### src/rtl/free_list_ctrl_pkg.sv
//------------------------------------------------------------------------------
// free_list_ctrl_pkg
// Shared rename-stage constants and tag/pointer types.
// Revision: 1.0
//------------------------------------------------------------------------------
`default_nettype none

package free_list_ctrl_pkg;

    localparam int PHYS_REGS  = 64;
    localparam int ARCH_REGS  = 32;
    localparam int FREE_DEPTH = PHYS_REGS - ARCH_REGS;
    localparam int TAG_W      = $clog2(PHYS_REGS);
    localparam int IDX_W      = $clog2(FREE_DEPTH);
    localparam int PTR_W      = IDX_W + 1;

    typedef logic [TAG_W-1:0]           phys_tag_t;
    typedef logic [$clog2(FREE_DEPTH):0] fl_ptr_t;

endpackage

`default_nettype wire

### src/rtl/free_list_ctrl.sv
//------------------------------------------------------------------------------
// free_list_ctrl
// Physical-tag free list: speculative allocate, commit reclaim, flush rewind.
// Optional protocol checking enabled by defining FREELIST_CHECK_EN.
// Revision: 1.0
//------------------------------------------------------------------------------
`default_nettype none

module free_list_ctrl
    import free_list_ctrl_pkg::*;
(
    input  logic             CLK,
    input  logic             RESET,
    input  logic             alloc_req,
    output logic             alloc_valid,
    output logic [TAG_W-1:0] alloc_tag,
    input  logic             commit_valid,
    input  logic [TAG_W-1:0] commit_free_tag,
    input  logic             flush,
    output logic [TAG_W-1:0] free_count,
    output logic             rename_halt,
    output logic             proto_err
);

    phys_tag_t mem_q [FREE_DEPTH];
    phys_tag_t mem_d [FREE_DEPTH];
    fl_ptr_t   spec_head_q, spec_head_d;
    fl_ptr_t   commit_head_q, commit_head_d;
    fl_ptr_t   tail_q, tail_d;

    fl_ptr_t   w_free_cnt;
    logic      w_full;
    logic      w_empty;
    logic      w_alloc_fire;
    logic      w_commit_fire;

    assign w_free_cnt    = tail_q - spec_head_q;
    assign w_full        = (w_free_cnt == fl_ptr_t'(FREE_DEPTH));
    assign w_empty       = (w_free_cnt == '0);
    assign w_alloc_fire  = alloc_req & ~w_empty & ~flush;
    assign w_commit_fire = commit_valid & ~w_full;

    assign alloc_valid = ~w_empty;
    assign rename_halt = w_empty;
    assign free_count  = TAG_W'(w_free_cnt);
    assign alloc_tag   = mem_q[spec_head_q[IDX_W-1:0]];

    always_comb begin
        mem_d         = mem_q;
        spec_head_d   = spec_head_q;
        commit_head_d = commit_head_q;
        tail_d        = tail_q;
        if (w_commit_fire) begin
            mem_d[tail_q[IDX_W-1:0]] = commit_free_tag;
            tail_d        = tail_q + fl_ptr_t'(1);
            commit_head_d = commit_head_q + fl_ptr_t'(1);
        end
        // Flush rewinds to the committed point including this cycle's commit.
        if (flush) begin
            spec_head_d = commit_head_d;
        end else if (w_alloc_fire) begin
            spec_head_d = spec_head_q + fl_ptr_t'(1);
        end
    end

    always_ff @(posedge CLK) begin
        if (!RESET) begin
            for (int i = 0; i < FREE_DEPTH; i++) begin
                mem_q[i] <= phys_tag_t'(ARCH_REGS + i);
            end
            spec_head_q   <= '0;
            commit_head_q <= '0;
            tail_q        <= fl_ptr_t'(FREE_DEPTH);
        end else begin
            mem_q         <= mem_d;
            spec_head_q   <= spec_head_d;
            commit_head_q <= commit_head_d;
            tail_q        <= tail_d;
        end
    end

`ifdef FREELIST_CHECK_EN
    logic        proto_err_q, proto_err_d;
    logic [31:0] cycle_q, cycle_d;
    logic        w_err_ovf;
    logic        w_err_udf;
    logic        w_err_zero;
    logic        w_err_overrun;

    assign w_err_ovf     = commit_valid & w_full;
    assign w_err_udf     = alloc_req & w_empty;
    assign w_err_zero    = commit_valid & (commit_free_tag == '0);
    assign w_err_overrun = w_commit_fire & (commit_head_q == spec_head_q);

    always_comb begin
        cycle_d     = cycle_q + 32'd1;
        proto_err_d = proto_err_q | w_err_ovf | w_err_udf | w_err_zero | w_err_overrun;
    end

    always_ff @(posedge CLK) begin
        if (!RESET) begin
            proto_err_q <= 1'b0;
            cycle_q     <= '0;
        end else begin
            proto_err_q <= proto_err_d;
            cycle_q     <= cycle_d;
            if (w_err_ovf)     $display("free_list_ctrl: cycle %0d protocol error: commit overflow", cycle_q);
            if (w_err_udf)     $display("free_list_ctrl: cycle %0d protocol error: alloc while empty", cycle_q);
            if (w_err_zero)    $display("free_list_ctrl: cycle %0d protocol error: reclaim of tag 0", cycle_q);
            if (w_err_overrun) $display("free_list_ctrl: cycle %0d protocol error: commit_head passed spec_head", cycle_q);
        end
    end

    assign proto_err = proto_err_q;
`else
    assign proto_err = 1'b0;
`endif

endmodule

`default_nettype wire

### config.mk
export PLATFORM = sky130hd
export DESIGN_NAME = free_list_ctrl
export DESIGN_NICKNAME = d
export VERILOG_FILES = /design/src/rtl/free_list_ctrl_pkg.sv /design/src/rtl/free_list_ctrl.sv
export SDC_FILE = /design/constraint.sdc
export NUM_CORES = 1
export LEC_CHECK = 0
export ABC_CLOCK_PERIOD_IN_PS = 5900
export BUFFER_PORTS_ARGS = -buffer_cell sky130_fd_sc_hd__buf_2
export CORE_ASPECT_RATIO = 1.25
export CORE_MARGIN = 8
export CORE_UTILIZATION = 40
export CTS_CLUSTER_DIAMETER = 40
export DETAILED_ROUTE_END_ITERATION = 6
export PLACE_DENSITY = 0.59
export SLEW_MARGIN = 20
export SYNTH_ARGS = -nofsm -noshare
export SYNTH_HDL_FRONTEND = slang
export SYNTH_SLANG_ARGS = --single-unit
### constraint.sdc
create_clock -name CLK -period 5.9 [get_ports CLK]
set_input_delay 0.295 -clock CLK [delete_from_list [all_inputs] [get_ports CLK]]
set_output_delay 0.295 -clock CLK [all_outputs]
set_load 0.01 [all_outputs]
### Word-level counts from Yosys, hierarchy flattened

Index checks and enable logic that the tools add are counted.

| storage, ports and cells | value |
|---|---|
| bits in registers | 210 |
| latch bits | 0 |
| logic and storage cells | 63 |
| memories kept | 0 |
| RAM bits | 0 |
| bits of input ports | 11 |
| ROM bits | 0 |

| operators by class | value |
|---|---|
| equal/unequal tests | 1 |
| shift-type cells | 0 |
| order comparisons | 3 |
| reduce and logical (&&, ||, !) cells | 3 |
| $mul | 0 |
| bitwise gates (word level) | 8 |
| div/mod/pow operators | 0 |
| muxes and demuxes | 9 |
| add/subtract/negate cells | 4 |

Operators with widths:

| operator | number |
|---|---|
| $bwmux W192 | 1 |
| $mux W6 | 6 |
| $bmux W6 S5 | 1 |
| $demux W6 S5 | 1 |
| $add A6 B1 Y6 const B | 3 |
| $ge A6 B6 Y1 const B | 2 |
| $not A5 Y6 | 2 |
| $eq A6 B6 Y1 const B | 1 |
| $logic_not A6 Y1 | 1 |
| $lt A6 B1 Y1 const B | 1 |
| $sub A6 B6 Y6 | 1 |
| $and A1 B1 Y1 | 3 |
| $not A1 Y1 | 3 |
| $reduce_bool A2 Y1 | 1 |
| $logic_and A1 B1 Y1 | 1 |

### Longest topological paths before layout

Gate-level depths: netlist of run 1.

| depth | value |
|---|---|
| depth in word-level cells | 7 |
| depth in mapped cells | 14 |
| gate-level depth less buffers | 10 |

### Worst setup path after synthesis of run 1

OpenSTA, ideal clock, no wires.

| timing | value |
|---|---|
| path type | reg2reg |
| start | reg spec_head_q[1] |
| end | reg spec_head_q[1] |
| library setup time | 116 ps |
| setup slack | 2319 ps |
| clock period less this slack | 3581 ps |
| data arrival time | 3465 ps |
| stages on the path, launching flop included | 14 |
| cell sequence | dfxtp_1 -> clkbuf_1 -> buf_1 -> buf_1 -> inv_1 -> ha_1 -> nand2b_1 -> a21oi_1 -> xnor2_1 -> inv_1 -> nor4b_2 -> nand2b_1 -> mux2_2 -> o211a_1 |

| on the way | value |
|---|---|
| cells in the longest elaborated chain, start to end | 6 |

RTL lines:

| what | RTL line | source |
|---|---|---|
| from (decl) | free_list_ctrl.sv:27 | `fl_ptr_t spec_head_q, spec_head_d;` |
| from (signal assigned) | free_list_ctrl.sv:76 | `spec_head_q <= spec_head_d;` |
| $sub A6 B6 Y6 | free_list_ctrl.sv:37 | `assign w_free_cnt = tail_q - spec_head_q;` |
| named net free_count[3] | free_list_ctrl.sv:20 | `output logic [TAG_W-1:0] free_count,` |
| $logic_not A6 Y1 | free_list_ctrl.sv:39 | `assign w_empty = (w_free_cnt == '0);` |
| named net rename_halt | free_list_ctrl.sv:21 | `output logic rename_halt,` |
| $not A1 Y1 | free_list_ctrl.sv:40 | `assign w_alloc_fire = alloc_req & ~w_empty & ~flush;` |
| $and A1 B1 Y1 (2 in a row) | free_list_ctrl.sv:40 |  |
| $reduce_bool A2 Y1 (no source line) | n/a |  |

The timed path passes the listed nets, and every way through them passes these cells. The select of a mux whose other input is x is not followed.
A chain may end at the register's enable or synchronous reset.

### Worst setup path after layout of run 1

| timing | value |
|---|---|
| start | reg spec_head_q[3] |
| end | reg mem_q[152] in the netlist's numbering |

| on the way | value |
|---|---|
| cells in the longest elaborated chain, start to end | 4 |

RTL lines:

| what | RTL line | source |
|---|---|---|
| $sub A6 B6 Y6 | free_list_ctrl.sv:37 |  |
| $eq A6 B6 Y1 | free_list_ctrl.sv:38 | `assign w_full = (w_free_cnt == fl_ptr_t'(FREE_DEPTH));` |
| $not A1 Y1 | free_list_ctrl.sv:41 | `assign w_commit_fire = commit_valid & ~w_full;` |
| $and A1 B1 Y1 | free_list_ctrl.sv:41 |  |
| to (signal, indexed assignment) | free_list_ctrl.sv:69 | `mem_q[i] <= phys_tag_t'(ARCH_REGS + i);` |
| to (signal assigned) | free_list_ctrl.sv:75 | `mem_q <= mem_d;` |
| to (decl) | free_list_ctrl.sv:25 | `phys_tag_t mem_q [FREE_DEPTH];` |

No other way between the ends.

==> results.py, run 1 <==
metrics = {
    "logic_synthesis": {
        "synth_enable_flop_cells": 0,
        "async_flop_share_pct": 0,
        "netlist.area_leader.share_pct": 41.39,
        "synth_ff_type": "dfxtp_1",
        "synth_largest_area_cell": "dfxtp_1",
        "synth.distinct_cells": 49,
        "yosysSeqAreaShare_pct": 41.39,
        "synthTopCellsByArea": "dfxtp_1 (41%), mux2i_1 (19%), mux4_2 (13%)",
        "synth_area_per_cell_sq_um": 11.27,
        "syn_area_sq_um": 10160,
        "synthCells": 901,
        "synth_nets": 924,
        "synth_seq_cells": 210,
        "ys_warn_count": 0,
    },
    "global_routing": {
        "grt_max_degree": 137,
        "overflow": 0,
        "grt_pass1_wl_um": 37810,
        "antenna_found_initial": 2,
        "track_usage_pct": 15.55,
        "grt_pass1_vias": 6556,
    },
    "clock_network": {
        "post_cts_buffers": 0,
        "cts_resized": 0,
        "clock-sinks": 210,
        "cts_buffers": 30,
        "cts.path.max_buffers": 3,
        "h-tree-depth": 1,
        "hold_buffers": 0,
        "cts-root-buf": "clkbuf_16",
        "cts_tree": "yes",
        "clock_latency_ns": 0.55,
        "path_clk_slew_ns": 0.06,
    },
    "setup_path": {
        "arrival_ns": 4.28,
        "critPathLaunchType": "flop",
        "cp-end-kind": "flop",
        "cp_max_fo": 45,
        "worst_ep_required_time_ns": 6.29,
        "path_class": "flop to flop",
    },
    "cells_and_area": {
        "syn2layout_area_growth_pct": 13.32,
        "finish.utilization_pct": 45.80,
        "multi_input_area_sq_um": 5622,
        "nNetsFinal": 914,
        "final-seq-area_sq_um": 4209,
        "drive_above_1_share_pct": 19.78,
        "fill_cells": 2285,
        "fin_cells": 1251,
    },
    "floorplan": {
        "rows": 65,
        "ios": 26,
        "coreArea_sq_um": 25130,
        "start_util_pct": 40.42,
        "die_y_um": 194.2,
        "die_x_um": 158.5,
        "die-area_sq_um": 30780,
    },
    "sta": {
        "worstMarginPinSlew_ns": 1.104,
        "min_period_over_period_pct": 66.06,
        "max_freq_ghz": 0.2566,
        "finalCriticalPeriod_ns": 3.898,
        "hold_viol": 0,
        "rsz0062_at_grt": "no",
        "fin_worst_skew_ns": 0.02137,
        "holdWs_ns": 0.1345,
        "final_max_slew_viol_count": 0,
        "setup-tns-final_ns": 0,
        "setup_viol": 0,
        "max-slew-margin-rel_pct": 26.41,
    },
    "power": {
        "peakVddDrop_uv": 155.9,
        "p_total_mw": 3.806,
        "power_density_nw_per_um2": 330.6,
        "p_leak_nw": 3.659,
    },
    "routing": {
        "first_pass_iters": 4,
        "routedWlPerCell_um": 18.63,
        "postRouteWirelength_um": 23310,
        "drtIter0Drc": 350,
        "via_per_inst": 5.134,
        "vias": 6423,
        "ant_nets": 0,
        "drcViolationCount": 0,
    },
    "place": {
        "port_buffers": 24,
        "place.gp.congestion": 0.7619,
        "dp.cells": 1194,
        "dp_hpwl_um": 14460,
    },
    "status": {
        "outcome": "completed",
    },
    "flow_run": {
        "maxCapViolations": 0,
    },
    "min_path": {
        "hold_class": "input pin to flop",
    },
}
## cell families (layout without fill, tap and decap cells)
logic type	Yosys count	after routing	synth area share [%]
compound gates	25	25	1.799
mux	255	255	32.54
buf+inv	80	94	3.338
other cells	1	2	0.03692
xor+xnor	15	15	1.293
flops	210	210	41.39
fa+ha+maj	12	12	1.552
simple gates	303	303	18.05
## stage by stage
| stage | worst slack, ns | area [sq um] |
|---|---|---|
| 3_3_place_gp | 2.069 | 10440 |
| 5_1_grt | 1.642 | 11510 |
| 3_5_place_dp | 1.986 | 10440 |
| 4_1_cts | 1.964 | 11510 |
| 2_1_floorplan | 2.319 | 10160 |
| 6_report | 2.002 | 11510 |
## sequential cells by signal (all words and copies together) (netlist names)
register / count
tail_q: 6
commit_head_q: 6
spec_head_q: 6
mem_q: 192
## cell type report
| type | instances | share of cell area (%) |
|---|---|---|
| Multi-Input combinational cell | 611 | 48.84 |
| Sequential cell | 210 | 36.57 |
| Clock buffer | 36 | 7.066 |
| Tap cell | 335 | 3.642 |
| Clock inverter | 20 | 2.207 |
| Timing Repair Buffer | 27 | 1.294 |
| Inverter | 11 | 0.3587 |
| Antenna cell | 1 | 0.02174 |
## worst paths after layout
kind                       start  slack (ns)  cells past startpoint              to
setup / recovery  spec_head_q[3]        2.00                      8      mem_q[152]
hold / removal             flush        0.13                      3  spec_head_q[0]
setup reg to reg  spec_head_q[3]        2.00                      8      mem_q[152]
hold reg to reg        mem_q[15]        0.47                      2       mem_q[15]
## routing by layer
metal  routed length [um]  vias up  GRT usage, %
met3                  886       41         2.765
met1                10570     3114         19.91
met2                11260      101         25.95
met5                   13        -             0
li1                     -     3165             -
met4                  572        2         4.865
## critical path, stage by stage (launching register included)
cell	delay [ns]
dfxtp_1	0.33
clkinv_1	0.62
ha_1	0.55
or3_1	0.37
o32ai_1	0.27
o211a_4	0.95
nor3_2	0.29
mux2i_1	0.22
nand2_1	0.07
## cell usage in the layout (no fill, tap or decap), types with 5 or more instances in the layout
cell | Yosys | final
nor2b_1 | 84 | 84
buf_2 | 1 | 23
inv_1 | 9 | 9
dfxtp_1 | 210 | 208
clkbuf_16 | 0 | 30
nand2b_1 | 5 | 5
nor3_4 | 29 | 29
ha_1 | 11 | 11
inv_6 | 0 | 6
xnor2_1 | 9 | 9
nor2_1 | 9 | 9
nand3_1 | 8 | 8
mux4_2 | 60 | 60
mux2i_1 | 193 | 193
or3_1 | 5 | 5
nand2_1 | 142 | 142
xor2_1 | 6 | 6
## report_power, final
part | internal [mW] | total (mW) | switching (mW)
logic | 0.184 | 0.446 | 0.262
clock network | 1.17 | 1.87 | 0.700
registers | 1.44 | 1.49 | 0.0474
total | 2.80 | 3.81 | 1.01
## synthesized netlist by cell type, types with 2 or more instances
library cell and instances:
nand2_1 142, clkbuf_1 60, inv_1 9, nor2_1 9, o211a_1 5, nor4_1 2
a21oi_1 3, o21ai_0 4, dfxtp_1 210, o22ai_1 2, mux2i_1 193, nand4_1 2
clkinv_1 2, mux2_2 2, o21a_1 2, nor3_4 29, nor3_2 3, buf_6 3
buf_1 3, mux4_2 60, ha_1 11, nor3_1 2, xor2_1 6, nand3b_1 3
xnor2_1 9, a21boi_0 2, nor2b_1 84, nand2b_1 5, and2_1 3, or3_1 5
nand3_1 8
No activity file was read; power rests on OpenSTA's default activity.
==> run 2: changes to the inputs <==
--- a/config.mk
+++ b/config.mk
@@ -5,7 +5,7 @@
 export SDC_FILE = /design/constraint.sdc
 export NUM_CORES = 1
 export LEC_CHECK = 0
-export ABC_CLOCK_PERIOD_IN_PS = 5900
+export ABC_CLOCK_PERIOD_IN_PS = 3700
 export BUFFER_PORTS_ARGS = -buffer_cell sky130_fd_sc_hd__buf_2
 export CORE_ASPECT_RATIO = 1.25
 export CORE_MARGIN = 8
==> constraint.sdc (replaced) <==
create_clock -name CLK -period 3.7 [get_ports CLK]
set_input_delay 0.185 -clock CLK [delete_from_list [all_inputs] [get_ports CLK]]
set_output_delay 0.185 -clock CLK [all_outputs]
set_load 0.01 [all_outputs]
==> run 2 against run 1 <==
Effect of this change: flip-flop and latch count unchanged; critical path depth grew 3; power increased by 50%; clock skew fell by 0.014 ns; combinational power grew 78%; sequential share of layout area grew 0.12 points; first-iteration DRC count decreased by 14%; register-to-register slack lost 1.5 ns; count of clock-buffer cells in the layout is 5 lower; global-route usage hardly changed.
==> results.py, run 2 (synthesized netlist as in run 1, its figures left out) <==
metrics = {
    "global_routing": {
        "track_usage_pct": 15.57,
        "grt_pass1_wl_um": 37740,
        "grt_pass1_vias": 6567,
        "grt_max_degree": 154,
        "antenna_found_initial": 0,
        "overflow": 0,
    },
    "cells_and_area": {
        "syn2layout_area_growth_pct": 12.93,
        "layout_commonest_cell": "dfxtp_1",
        "nNetsFinal": 923,
        "layout_common_cells": "dfxtp_1 (208), mux2i_1 (193), nand2_1 (142)",
        "fill_cells": 2336,
        "largest-register": "mem_q",
        "largest_reg_flops": 192,
        "fin_cells": 1254,
        "diodes": 0,
        "drive_above_1_share_pct": 20.35,
    },
    "clock_network": {
        "cts_tree": "yes",
        "path_clk_slew_ns": 0.06,
        "cts_buffers": 27,
        "cts_resized": 0,
        "post_cts_buffers": 0,
        "cts.path.max_buffers": 3,
        "clock-sinks": 210,
        "cts-root-buf": "clkbuf_16",
        "hold_buffers": 0,
        "h-tree-depth": 1,
        "clock_latency_ns": 0.52,
    },
    "sta": {
        "min_period_over_period_pct": 85.77,
        "fin_worst_skew_ns": 0.007427,
        "finalCriticalPeriod_ns": 3.173,
        "setup-tns-final_ns": 0,
        "setup_viol": 0,
        "rsz0062_at_grt": "no",
        "final_max_slew_viol_count": 0,
        "worstMarginPinSlew_ns": 1.073,
        "holdWs_ns": 0.03121,
        "hold_viol": 0,
        "max-slew-margin-rel_pct": 28.26,
        "max_freq_ghz": 0.3151,
    },
    "setup_path": {
        "cp.buffers_inverters": 2,
        "cp-end-kind": "flop",
        "endpoint": "mem_q[97]",
        "critPathLaunchType": "flop",
        "r2r-start": "tail_q[0]",
        "cp_max_fo": 18,
        "arrival_ns": 3.52,
        "cp_slowest_cell": "nor3_4",
        "max_stage_delay_ns": 0.50,
        "r2r-end": "mem_q[97]",
        "path_cells": "inv_1 > ha_1 > fa_1 > xnor2_1 > nor4_1 > mux2_2 > o211a_4 > buf_12 > nor3_4 > mux2i_1 > nand2_1",
        "worst_ep_required_time_ns": 4.05,
        "cp.depth": 11,
        "r2r_setup_slack_ns": 0.53,
        "startpoint": "tail_q[0]",
        "path_class": "flop to flop",
        "cp_top_family": "simple AND/OR/NAND/NOR gates",
        "r2r_cells": 11,
    },
    "place": {
        "dp.cells": 1206,
        "place.gp.congestion": 0.7531,
        "dp_hpwl_um": 14890,
        "port_buffers": 24,
    },
    "status": {
        "outcome": "completed",
    },
    "routing": {
        "via_per_inst": 5.136,
        "routedWlPerCell_um": 18.78,
        "drtIter0Drc": 300,
        "first_pass_iters": 6,
        "vias": 6441,
        "ant_nets": 0,
        "postRouteWirelength_um": 23550,
        "drcViolationCount": 0,
    },
    "floorplan": {
        "rows": 65,
        "die-area_sq_um": 30780,
        "coreArea_sq_um": 25130,
        "die_x_um": 158.5,
        "die_y_um": 194.2,
        "start_util_pct": 40.42,
        "ios": 26,
    },
    "min_path": {
        "hold_class": "input pin to flop",
    },
    "power": {
        "power_density_nw_per_um2": 498.3,
        "p_leak_nw": 3.646,
        "peakVddDrop_uv": 253.4,
    },
    "flow_run": {
        "maxCapViolations": 0,
    },
}
==> run 2: routing by layer <==
layer	wire (um)	vias to the layer above	track usage (%)
met5	0	-	0
met4	447	0	4.165
met3	978	34	2.297
met2	11560	100	26.54
met1	10570	3138	20.02
li1	-	3169	-
==> run 2: how the worst min path moves through the flow <==
stage	startpoint	depth (start not counted)	end	slack, ns
after floorplan	commit_free_tag[5]	2	mem_q[11]	0.31
after global placement	mem_q[96]	2	mem_q[96]	0.45
after detailed placement	mem_q[34]	2	mem_q[34]	0.45
after CTS	flush	3	spec_head_q[2]	0.02
after global routing	flush	2	spec_head_q[5]	0.03
final	flush	3	spec_head_q[2]	0.03
==> run 2: per-stage QoR <==
stage | utilization, % | power, mW | instance area [sq um] | setup slack [ns]
final | 45.65 | 5.716 | 11470 | 0.5267
after global routing | 45.65 | 5.940 | 11470 | 0.3335
after CTS | 45.65 | 5.794 | 11470 | 0.5210
after detailed placement | 42.05 | 3.182 | 10570 | 0.5559
after global placement | 42.05 | 3.179 | 10570 | 0.6242
after floorplan | - | 2.951 | 10160 | 0.1186
==> run 2: tightest hold or removal path, cell delays in order <==
cell	delay, ns
buf_2	0.16
nand2_1	0.09
o22ai_1	0.07
==> run 2: layout make-up <==
| class | instances | area [sq um] | share of cell area (%) |
|---|---|---|---|
| multi-input combinational | 611 | 5622 | 49.01 |
| sequential | 210 | 4209 | 36.69 |
| clock buffer | 31 | 730.7 | 6.370 |
| tap | 335 | 419.2 | 3.654 |
| timing repair buffer | 39 | 276.5 | 2.411 |
| clock inverter | 17 | 172.7 | 1.505 |
| inverter | 11 | 41.29 | 0.3599 |
==> run 2: power breakdown <==
part	internal (mW)	switching (mW)	total, mW
Clock	1.57	1.03	2.60
Sequential	2.29	0.0265	2.32
Combinational	0.321	0.473	0.794
==> run 3: changes to the inputs <==
--- a/config.mk
+++ b/config.mk
@@ -7,10 +7,10 @@
 export LEC_CHECK = 0
 export ABC_CLOCK_PERIOD_IN_PS = 3700
 export BUFFER_PORTS_ARGS = -buffer_cell sky130_fd_sc_hd__buf_2
-export CORE_ASPECT_RATIO = 1.25
 export CORE_MARGIN = 8
 export CORE_UTILIZATION = 40
 export CTS_CLUSTER_DIAMETER = 40
+export CTS_CLUSTER_SIZE = 40
 export DETAILED_ROUTE_END_ITERATION = 6
 export PLACE_DENSITY = 0.59
 export SLEW_MARGIN = 20
==> run 3 against run 2 <==
Effect of this change: flip-flop and latch count stayed put; sequential share of layout area is 0.58 points lower; worst setup slack worse by 0.037 ns; critical path type unchanged; die area is 0.11% lower.
==> results.py, run 3 (synthesized netlist as in run 1, its figures left out) <==
metrics = {
    "status": {
        "outcome": "completed",
    },
    "min_path": {
        "hold_class": "input pin to flop",
    },
    "sta": {
        "max-slew-margin-rel_pct": 35.73,
        "final_max_slew_viol_count": 0,
        "setup-tns-final_ns": 0,
        "rsz0062_at_grt": "no",
        "fin_worst_skew_ns": 0.01691,
        "hold_viol": 0,
        "min_period_over_period_pct": 86.76,
        "max_freq_ghz": 0.3115,
        "finalCriticalPeriod_ns": 3.210,
        "setup_viol": 0,
        "worstMarginPinSlew_ns": 0.9617,
    },
    "floorplan": {
        "die-area_sq_um": 30750,
        "die_y_um": 175.4,
        "die_x_um": 175.4,
        "coreArea_sq_um": 25040,
        "ios": 26,
        "rows": 58,
        "start_util_pct": 40.57,
    },
    "place": {
        "port_buffers": 24,
        "dp.cells": 1204,
        "place.gp.congestion": 0.7602,
        "dp_hpwl_um": 14990,
    },
    "flow_run": {
        "maxCapViolations": 0,
    },
    "power": {
        "p_total_mw": 6.109,
        "peakVddDrop_uv": 355.3,
        "power_density_nw_per_um2": 524.2,
        "p_leak_nw": 3.748,
    },
    "setup_path": {
        "path_cells": "inv_1 > ha_1 > fa_1 > xnor2_1 > nor4_1 > mux2_2 > o211a_4 > buf_4 > nor3_4 > mux2i_1 > nand2_1",
        "r2r_setup_slack_ns": 0.49,
        "worst_ep_required_time_ns": 4.08,
        "cp-end-kind": "flop",
        "cp_slowest_cell": "nor3_4",
        "max_stage_delay_ns": 0.44,
        "path_class": "flop to flop",
        "arrival_ns": 3.59,
        "critPathLaunchType": "flop",
        "cp_max_fo": 10,
    },
    "cells_and_area": {
        "drive_above_1_share_pct": 21.27,
        "largest_reg_flops": 192,
        "largest-register": "mem_q",
        "fin_cells": 1261,
        "diodes": 0,
        "nNetsFinal": 930,
        "layout_commonest_cell": "dfxtp_1",
        "syn2layout_area_growth_pct": 14.73,
        "layout_common_cells": "dfxtp_1 (208), mux2i_1 (193), nand2_1 (142)",
    },
    "routing": {
        "vias": 6537,
        "first_pass_iters": 4,
        "via_per_inst": 5.184,
        "drtIter0Drc": 541,
        "drcViolationCount": 0,
        "routedWlPerCell_um": 19.01,
        "ant_nets": 0,
        "postRouteWirelength_um": 23980,
    },
    "clock_network": {
        "clock_latency_ns": 0.55,
        "path_clk_slew_ns": 0.06,
        "cts.path.max_buffers": 3,
        "cts_tree": "yes",
        "h-tree-depth": 1,
        "clock-sinks": 210,
        "cts_buffers": 31,
        "cts-root-buf": "clkbuf_16",
        "hold_buffers": 0,
        "post_cts_buffers": 0,
        "cts_resized": 0,
    },
    "global_routing": {
        "grt_max_degree": 98,
        "overflow": 0,
        "grt_pass1_vias": 6527,
        "antenna_found_initial": 1,
        "grt_pass1_wl_um": 38690,
        "track_usage_pct": 15.78,
    },
}
## run 3: cell types whose count changed in the layout (fill, tap and decap cells not counted), sizes merged
cell / delta
clkinv: +7
buf: +3
bufinv: +2
clkbuf: +2
clkinvlp: -1
inv: -1
## run 3: critical path, delay by kind of cell, from the launching register on
kind                     cells  cell delay (ns)
adder cells (fa/ha/maj)      2             0.61
AND/OR/NAND/NOR              3             0.60
multiplexers                 2             0.55
flip-flops                   1             0.42
buffers and inverters        2             0.36
XOR/XNOR                     1             0.27
AO/OA/AOI/OAI                1             0.23
## run 3: metal layers
layer	global-route usage, %	share of wire [%]	vias to the layer above
met1	22.27	49	3195
met5	0	0.054	-
met2	24.68	45	123
li1	-	-	3183
met3	2.362	3.8	34
met4	4.486	1.9	2
## run 3: area by class of cell
cell class | instances | area, sq um
multi-input cells | 611 | 5622
inverters | 11 | 41.29
clock buffers | 33 | 793.3
flip-flops and latches | 210 | 4209
clock inverters | 24 | 280.3
well taps | 330 | 412.9
repair buffers | 42 | 295.3
fillers | 2313 | 13380
## run 3: path summary, 6_finish.rpt
check | start | depth (start not counted) | end
worst max-delay path | tail_q[0] | 11 | mem_q[17]
worst min-delay path | flush | 3 | spec_head_q[2]
worst max register to register | tail_q[0] | 11 | mem_q[17]
worst min register to register | mem_q[151] | 2 | mem_q[151]
## run 3: stage by stage
stage          instance area, sq um  hold slack, ns  utilization [%]  worst slack, ns
6_report                      11650         0.02489            46.55           0.4900
5_1_grt                       11650         0.06868            46.55           0.3094
4_1_cts                       11650        0.001329            46.55           0.5081
3_5_place_dp                  10580          0.4526            42.26           0.5270
3_3_place_gp                  10580          0.4475            42.26           0.5483
2_1_floorplan                 10160          0.3130                -           0.1186
## run 3: where the power goes
group          internal (mW)  leakage (nW)  switching [mW]
Clock                   1.86         0.514            1.13
Combinational          0.321          1.53           0.483
Sequential              2.29          1.70          0.0255
